==> src/rtl/asyn_fifo_wr_ctrl.sv <==
// Write-side controller of a dual-clock FIFO: owns the write pointers, synchronises the
// read Gray pointer and derives full / almost-full / occupancy / overflow status.
module asyn_fifo_wr_ctrl #(
   parameter int unsigned ADDR_WIDTH = 3,
   parameter int unsigned AF_LEVEL   = 6
) (
   input  logic                  i_clk,
   input  logic                  i_rst_n,
   input  logic                  i_wr_req,
   input  logic [ADDR_WIDTH:0]   i_rd_ptr_gray,
   output logic                  o_wr_en,
   output logic [ADDR_WIDTH-1:0] o_wr_addr,
   output logic [ADDR_WIDTH:0]   o_wr_ptr_gray,
   output logic                  o_full,
   output logic                  o_almost_full,
   output logic [ADDR_WIDTH:0]   o_wr_count,
   output logic                  o_overflow
);

   localparam int unsigned PW = ADDR_WIDTH + 1;

   logic [PW-1:0] wbin;
   logic [PW-1:0] wbin_next;
   logic [PW-1:0] wgray_next;
   logic [PW-1:0] rq1;
   logic [PW-1:0] rq2;
   logic [PW-1:0] rbin_s;
   logic [PW-1:0] full_match;
   logic          push;

   // Two-flop synchroniser for the read-domain Gray pointer
   always_ff @(posedge i_clk or negedge i_rst_n) begin
      if (!i_rst_n) begin
         rq1 <= '0;
         rq2 <= '0;
      end else begin
         rq1 <= i_rd_ptr_gray;
         rq2 <= rq1;
      end
   end

   assign push       = i_wr_req & ~o_full;
   assign wbin_next  = wbin + PW'(push);
   assign wgray_next = wbin_next ^ (wbin_next >> 1);

   // Full when the next write pointer sits exactly one lap ahead of the synced read pointer
   assign full_match = {~rq2[PW-1:PW-2], rq2[PW-3:0]};

   always_ff @(posedge i_clk or negedge i_rst_n) begin
      if (!i_rst_n) begin
         wbin          <= '0;
         o_wr_ptr_gray <= '0;
         o_full        <= 1'b0;
         o_overflow    <= 1'b0;
      end else begin
         wbin          <= wbin_next;
         o_wr_ptr_gray <= wgray_next;
         o_full        <= (wgray_next == full_match);
         o_overflow    <= i_wr_req & o_full;
      end
   end

   always_comb begin
      rbin_s = '0;
      for (int i = 0; i < int'(PW); i++) begin
         rbin_s[i] = ^(rq2 >> i);
      end
   end

   // Occupancy is pessimistic: the read pointer is seen two write clocks late
   assign o_wr_count    = wbin - rbin_s;
   assign o_almost_full = (o_wr_count >= PW'(AF_LEVEL));
   assign o_wr_addr     = wbin[ADDR_WIDTH-1:0];
   assign o_wr_en       = push;

endmodule

==> config.mk <==
export PLATFORM = sky130hd
export DESIGN_NAME = asyn_fifo_wr_ctrl
export DESIGN_NICKNAME = d
export VERILOG_FILES = /design/src/rtl/asyn_fifo_wr_ctrl.sv
export SDC_FILE = /design/constraint.sdc
export NUM_CORES = 1
export LEC_CHECK = 0
export ABC_AREA = 1
export CORE_UTILIZATION = 50
export DETAILED_ROUTE_END_ITERATION = 7
export PLACE_DENSITY_LB_ADDON = 0.12
export SLEW_MARGIN = 30
export SYNTH_ARGS = -nofsm -noshare
export SYNTH_HDL_FRONTEND = slang
export SYNTH_SLANG_ARGS = --single-unit
==> constraint.sdc <==
create_clock -name i_clk -period 5.7 [get_ports i_clk]
set_input_delay 1.425 -clock i_clk [delete_from_list [all_inputs] [get_ports i_clk]]
set_output_delay 1.425 -clock i_clk [all_outputs]
set_load 0.01 [all_outputs]
==> results.cfg <==
[worst_hold_path]
min_path_cells = 0
holdPathEnd = rq2[1]
hold_class = flop to flop
min_from = rq1[1]

[worst_setup_path]
reg2reg_depth = 10
timing.rr.end = o_full
critPathKind = primary input to primary output
cp.required_ns = 4.28
crit_top_cell = clkdlybuf4s50_1
r2r-start = o_full
start_kind = primary input
cp_cell_sequence = clkdlybuf4s50_1 -> inv_1 -> nor2_1 -> clkdlybuf4s50_1
worstPathArrival_ns = 2.68
r2r_slack_ns = 3.91
worstPathMaxFanout = 2
cp_slowest_cell = clkdlybuf4s50_1
cp-end-kind = primary output
cp_slowest_stage_delay_ns = 0.56

[logic_synthesis]
yosys.area_share.simple_pct = 30.45
yosys.area.top_type_share_pct = 49.78
muxShareOfSynthArea_pct = 0
netlist_instances = 105
synth_seq_cells = 17
synth_cell_types = 15
synthAdderAreaFrac_pct = 8.199
synth_top_cells_by_area = dfrtp_1 50%, nand2_1 17%, nand3_1 8.2%, inv_1 7.5%, ha_1 5.9%
synth_compound_area_share_pct = 0.5857
synth_nets = 117
yosysWarnings = 0
synth_top_family_by_area = simple AND/OR/NAND/NOR gates
netlist_area_um2 = 854.6
synth_top_cell_by_area = dfrtp_1
syn_area_per_cell_um2 = 8.139
synth_xor_area_share_pct = 3.075
yosysSeqAreaShare_pct = 49.78

[grt]
antenna_found_initial = 0
grt_pass1_wl_mm = 2.780
grt_overflow = 0
grt_start_max_net_pins = 18
grt_pass1_vias = 686
track_usage_pct = 20.41

[sta]
finalSetupViolCount = 0
slew_violations = 0
tightestPinTransition_ns = 0.7033
timing.final.crit_share_pct = 72.00
finClkSkew_ns = 0.003228
finalSetupTns_ns = 0
fin_crit_ns = 4.104
slew_headroom_pct = 52.96
hold_viol_final = 0
rsz0062_at_grt = no
max_freq_mhz = 243.7

[outcome]
outcome = finished, violations left
violations = DRC

[route]
vias = 723
wl_per_cell_um = 10.34
drtIter0Drc = 11
routed_wl_mm = 1.510
drc = 2
via_per_inst = 4.952
drtPass1Iterations = 8
antenna_left = 0

[clock_tree]
cts.sink_count = 17
cts_max_level = 1
insertion_delay_ns = 0.28
root_buffer = clkbuf_4
cts_tree = built
path_clk_slew_ns = 0.09
hold_buffers = 0
clk_path_buf_depth = 2
cts_inserted_buffers = 3
post_cts_resize_count = 0
post_cts_buffers = 0

[floorplan]
initial_core_util_pct = 54.82
die_y_um = 43.34
core-area_um2 = 1559
dieArea_um2 = 1878
ioPinCount = 22
die_w_um = 43.34
rows = 14

[power]
power_uw = 616.2
power.density_nw_per_um2 = 554.6
p_leak_uw = 0.0005951
vdd_drop_max_mv = 0.2817

[placed_design]
portBuffers = 21
gp_congestion = 0.8168
dp_hpwl_mm = 1.291

[final_layout]
final_core_util_pct = 71.27
syn_to_final_growth_pct = 30.02
diodes = 0
drive_gt1_share_pct = 4.615
n_fill_cell = 127
layout.nets = 143

[run]
cap_violations = 0
[worst max-delay path, delay by kind of cell]
family / cells / cell delay (ns)
buffers and inverters: 3 / 1.09
and+or+nand+nor: 1 / 0.16
[final cells by class]
class | instances | area, µm² | share of cell area (%)
multi-input combinational | 70 | 361.6 | 32.54
timing repair buffer | 21 | 210.2 | 18.92
sequential | 17 | 425.4 | 38.29
inverter | 18 | 67.56 | 6.081
tap | 16 | 20.02 | 1.802
clock buffer | 4 | 26.28 | 2.365
[layout by cell type, fill, tap and decap left out, drive strengths merged]
cell,count
nand3,14
and2,1
xnor2,2
nand2,40
nand4,1
xor2,1
dfrtp,17
inv,18
nor2,4
fa,1
clkdlybuf4s50,21
nand3b,1
clkbuf,4
ha,4
a21oi,1
[layer usage]
layer  routed length (µm)  GRT usage, %
met1                  646         24.09
met5                    0             0
met3                   49         2.500
met2                  806         36.97
met4                    8         9.375
[synth_stat cells]
cell type and n:
inv_1 17, nand3_1 14, a21oi_1 1, dfrtp_1 17, nand2_2 2, nor2_1 4, nand3b_1 1, nand4_1 1
and2_1 1, inv_2 1, fa_1 1, nand2_1 38, ha_1 4, xnor2_1 2, xor2_1 1
[logic make-up (layout without fill, tap and decap cells)]
group                    count (synthesis)  in the layout
buffers and inverters                   18             43
flip-flops                              17             17
adder cells (fa/ha/maj)                  5              5
AND/OR/NAND/NOR                         61             61
XOR/XNOR                                 3              3
AO/OA/AOI/OAI                            1              1
[per-stage QoR]
| stage | setup WS [ns] | area (µm²) | hold WS, ns | std cells |
|---|---|---|---|---|
| finish | 1.596 | 1111 | 0.3585 | 146 |
| global placement | 1.676 | 1085 | 0.3314 | 142 |
| global route | 1.498 | 1111 | 0.3742 | 146 |
| CTS | 1.563 | 1111 | 0.3586 | 146 |
| detailed placement | 1.565 | 1085 | 0.3372 | 142 |
| floorplan | 2.613 | 854.6 | 0.3312 | 105 |
[power breakdown]
part | total [µW] | switching (µW) | leakage (µW) | internal, µW
clock network | 60.3 | 33.2 | 0.0000150 | 27.1
logic | 371 | 188 | 0.000375 | 183
registers | 185 | 30.9 | 0.000205 | 154
[registers in the layout, indices dropped and copies added (netlist names)]
register / flops
o_full: 1
wbin: 3
o_overflow: 1
rq2: 4
rq1: 4
o_wr_ptr_gray: 4
[worst max path at each step]
| stage | startpoint | to | cells after the start |
|---|---|---|---|
| after global placement | i_wr_req | o_wr_en | 4 |
| after floorplan | rq2[2] | o_almost_full | 10 |
| after global routing | i_wr_req | o_wr_en | 4 |
| after CTS | i_wr_req | o_wr_en | 4 |
| after detailed placement | i_wr_req | o_wr_en | 4 |
| final | i_wr_req | o_wr_en | 4 |
Power figures use the tool's default switching activity.
==> patch 1: new RTL, same flow settings <==
Set the parameter `AF_LEVEL` to 4 (it was 6).
--- a/src/rtl/asyn_fifo_wr_ctrl.sv
+++ b/src/rtl/asyn_fifo_wr_ctrl.sv
@@ -3,5 +3,5 @@
 module asyn_fifo_wr_ctrl #(
    parameter int unsigned ADDR_WIDTH = 3,
-   parameter int unsigned AF_LEVEL   = 6
+   parameter int unsigned AF_LEVEL   = 4
 ) (
    input  logic                  i_clk,
Function: changed (a bounded check fails within 4 cycles, from zero or initial values and one cycle with i_rst_n low).
==> patch 1 against the unedited design <==
  * The run still ends with DRC left
  * Area after synthesis is 2.9% higher
  * Routed wire length decreased by 6.6%
  * Final area up 2.4%
  * First-iteration DRC count grew 55%
  * Clock power increased by 3%
  * Sequential cell count stayed put
  * Total power up 4.6%
  * Worst setup slack worse by 0.049 ns
  * Largest power group unchanged
  * Highest routed layer unchanged
==> patch 1: results <==
export IMPL_run_status="complete, but fails checks"
export IMPL_violations="DRC"
export IMPL_worstHoldStart="rq1[3]"
export IMPL_crit_start="rq2[2]"
export IMPL_dp_slack_ns=1.65
export IMPL_synthAdderAreaFrac_pct=9.39
export IMPL_hold_path_end="rq2[3]"
export IMPL_ir_drop_uv=310
export IMPL_cp_arrival_ns=2.73
export IMPL_dr_total_vias=708
export IMPL_crit_fanout=3
export IMPL_globalplace_congestion=0.791
export IMPL_grtUsageTotal_pct=17.3
export IMPL_drt_pass1_iterations=6
export IMPL_holdWs_ns=0.355
export IMPL_critPathMaxStageDelay_ns=0.53
export IMPL_dp_cells=138
export IMPL_drc=1
export IMPL_leakagePower_nw=0.613
export IMPL_synth_compound_area_share_pct=1.14
export IMPL_max_freq_mhz=241
export IMPL_finalClockSkew_ns=0.00690
export IMPL_synthCells=101
export IMPL_pwr_share_comb_pct=61.8
export IMPL_grt_pass1_wl_microns=2420
==> patch 1: cell types whose count changed in the layout (fill, tap and decap cells not counted), sizes merged <==
cell    before  now
nor2         4    3
ha           4    5
o21ai        0    1
clkbuf       4    3
nand3       14   12
xnor2        2    1
clkinv       0    1
and2         1    0
nand4        1    2
xor2         1    2
inv         18   21
nand2       40   34
==> patch 1: per-layer routing <==
layer / GRT usage, % / up-vias / share of wire [%]
li1: - / 359 / -
met1: 21.4 / 323 / 45
met2: 29.3 / 22 / 48
met3: 3.75 / 4 / 4.8
met4: 7.27 / 0 / 1.6
met5: 0 / - / 0
==> patch 1: area by class of cell <==
type	count	area (sq um)
multi-input combinational	63	375
fill	124	439
timing repair buffer	21	210
inverter	21	78.8
sequential	17	425
clock buffer	3	22.5
clock inverter	1	5.00
tap	16	20.0
==> patch 2: new RTL, config.mk and constraints unchanged <==
Made on the original files. The output `o_overflow` loses its register stage (`o_overflow` becomes a continuous assignment).
--- a/src/rtl/asyn_fifo_wr_ctrl.sv
+++ b/src/rtl/asyn_fifo_wr_ctrl.sv
@@ -52,12 +52,12 @@
          o_wr_ptr_gray <= '0;
          o_full        <= 1'b0;
-         o_overflow    <= 1'b0;
       end else begin
          wbin          <= wbin_next;
          o_wr_ptr_gray <= wgray_next;
          o_full        <= (wgray_next == full_match);
-         o_overflow    <= i_wr_req & o_full;
       end
    end
+
+   assign o_overflow = i_wr_req & o_full;
 
    always_comb begin
Function: changed (a bounded check fails within 4 cycles, from zero or initial values and one cycle with i_rst_n low).
==> patch 2 against the unedited design <==
  * Register-to-register slack better by 0.09 ns
  * Sequential share of layout area is 1.3 points lower
  * Worst setup slack better by 0.061 ns
  * Sequential cell count is 1 lower
  * Routed wire length is 0.73% lower
  * Total power is 2.6% lower
  * Non-clock buffer count stayed put
  * Global-route usage is 2.0 points lower
  * Via count is 1.9% lower
  * Area after synthesis is 2.9% lower
  * Final area is 2.6% lower
==> patch 2: results <==
export IMPL_run_status="finished, final reports clean"
export IMPL_htreeDepth=1
export IMPL_grt_use_met3_pct=2.13
export IMPL_grt_pass1_vias=639
export IMPL_leakagePower_nw=0.580
export IMPL_synth_fp_nets=116
export IMPL_synth_common_cells="38 x nand2_1, 17 x inv_1, 16 x dfrtp_1, 14 x nand3_1"
export IMPL_wl_met2_microns=767
export IMPL_worst_pin_slew_ns=0.669
export IMPL_globalplace_congestion=0.849
export IMPL_r2r_end="o_full"
export IMPL_p_clk_mw=0.0541
export IMPL_sequentialPowerShare_pct=29.2
export IMPL_ir_drop_uv=313
export IMPL_routed_wl_microns=1500
export IMPL_ys_seq_area_share_pct=48.3
export IMPL_path_delay_family="buffers and inverters"
export IMPL_hold_path_end="rq2[2]"
export IMPL_hpwlAfterDp_microns=1210
export IMPL_fill_cells=127
export IMPL_worstHoldStart="rq1[2]"
export IMPL_wl_met1_microns=652
export IMPL_wl_met3_microns=62
export IMPL_dr_total_vias=709
export IMPL_grt_use_met2_pct=30.9
export IMPL_yosysWarnings=0
export IMPL_synth_area_top_cells="dfrtp_1 48%, nand2_1 17%, nand3_1 8.4%"
export IMPL_drt_pass1_iterations=4
export IMPL_crit_fanout=2
export IMPL_grt_pass1_wl_microns=2440
export IMPL_largestRegisters="o_wr_ptr_gray: 4 flops, rq1: 4 flops, rq2: 4 flops"
export IMPL_r2r_worst_path_cells=12
export IMPL_finalClockSkew_ns=0.00338
export IMPL_switching_share_pct=41.3
export IMPL_max_clock_path_buffers=2
export IMPL_clk_latency_ns=0.27
export IMPL_cp_arrival_ns=2.62
export IMPL_grtUsageTotal_pct=18.4
export IMPL_nNetsFinal=142
export IMPL_reg2reg_slack_ns=4.00
export IMPL_critPathMaxStageDelay_ns=0.55
export IMPL_ff_latch_area_sq_um=400
export IMPL_ys_flop_type="dfrtp_1"
export IMPL_grt_max_degree=17
export IMPL_clkTransAtPathRegs_ns=0.07
export IMPL_met1_usage_pct=20.6
export IMPL_drive_above_1_share_pct=4.69
export IMPL_drt_iter0_markers=22
export IMPL_place_area_sq_um=1060
[patch 2: changes by cell type in the layout (fill, tap and decap cells not counted), sizes merged]
| cell | delta |
|---|---|
| clkbuf | -1 |
| dfrtp | -1 |
[patch 2: final cells by class]
cell class / instances / area share [%]
sequential: 16 / 37.0
clock buffer: 3 / 2.08
inverter: 18 / 6.24
multi-input combinational: 70 / 33.4
tap: 16 / 1.85
timing repair buffer: 21 / 19.4
[patch 2: cells by family after synthesis]
group	Yosys count	share of synthesized area, %
adder cells (fa/ha/maj)	5	8.45
AO/OA/AOI/OAI	1	0.603
flip-flops	16	48.3
buffers and inverters	18	8.14
AND/OR/NAND/NOR	61	31.4
XOR/XNOR	3	3.17
[patch 2: through the flow]
stage / cells / hold slack [ns] / worst slack, ns / total power [mW]
final: 144 / 0.355 / 1.66 / 0.600
after global placement: 141 / 0.332 / 1.68 / 0.536
after detailed placement: 141 / 0.340 / 1.66 / 0.549
after floorplan: 104 / 0.331 / 2.61 / 0.390
after global routing: 144 / 0.361 / 1.59 / 0.651
after CTS: 144 / 0.358 / 1.65 / 0.608
[patch 2: worst max-delay path by stage]
stage | to | slack [ns] | depth (start not counted)
3_5_place_dp | o_wr_en | 1.66 | 4
2_1_floorplan | o_almost_full | 2.61 | 10
4_1_cts | o_wr_en | 1.65 | 4
6_report | o_wr_en | 1.66 | 4
5_1_grt | o_wr_en | 1.59 | 4
3_3_place_gp | o_wr_en | 1.68 | 4
[patch 2: worst register-to-register path, delay by kind of cell (launching register included)]
family / cells / cell delay (ns)
adders and majority gates: 2 / 0.48
and+or+nand+nor: 9 / 0.66
buffers and inverters: 1 / 0.07
DFF: 1 / 0.40
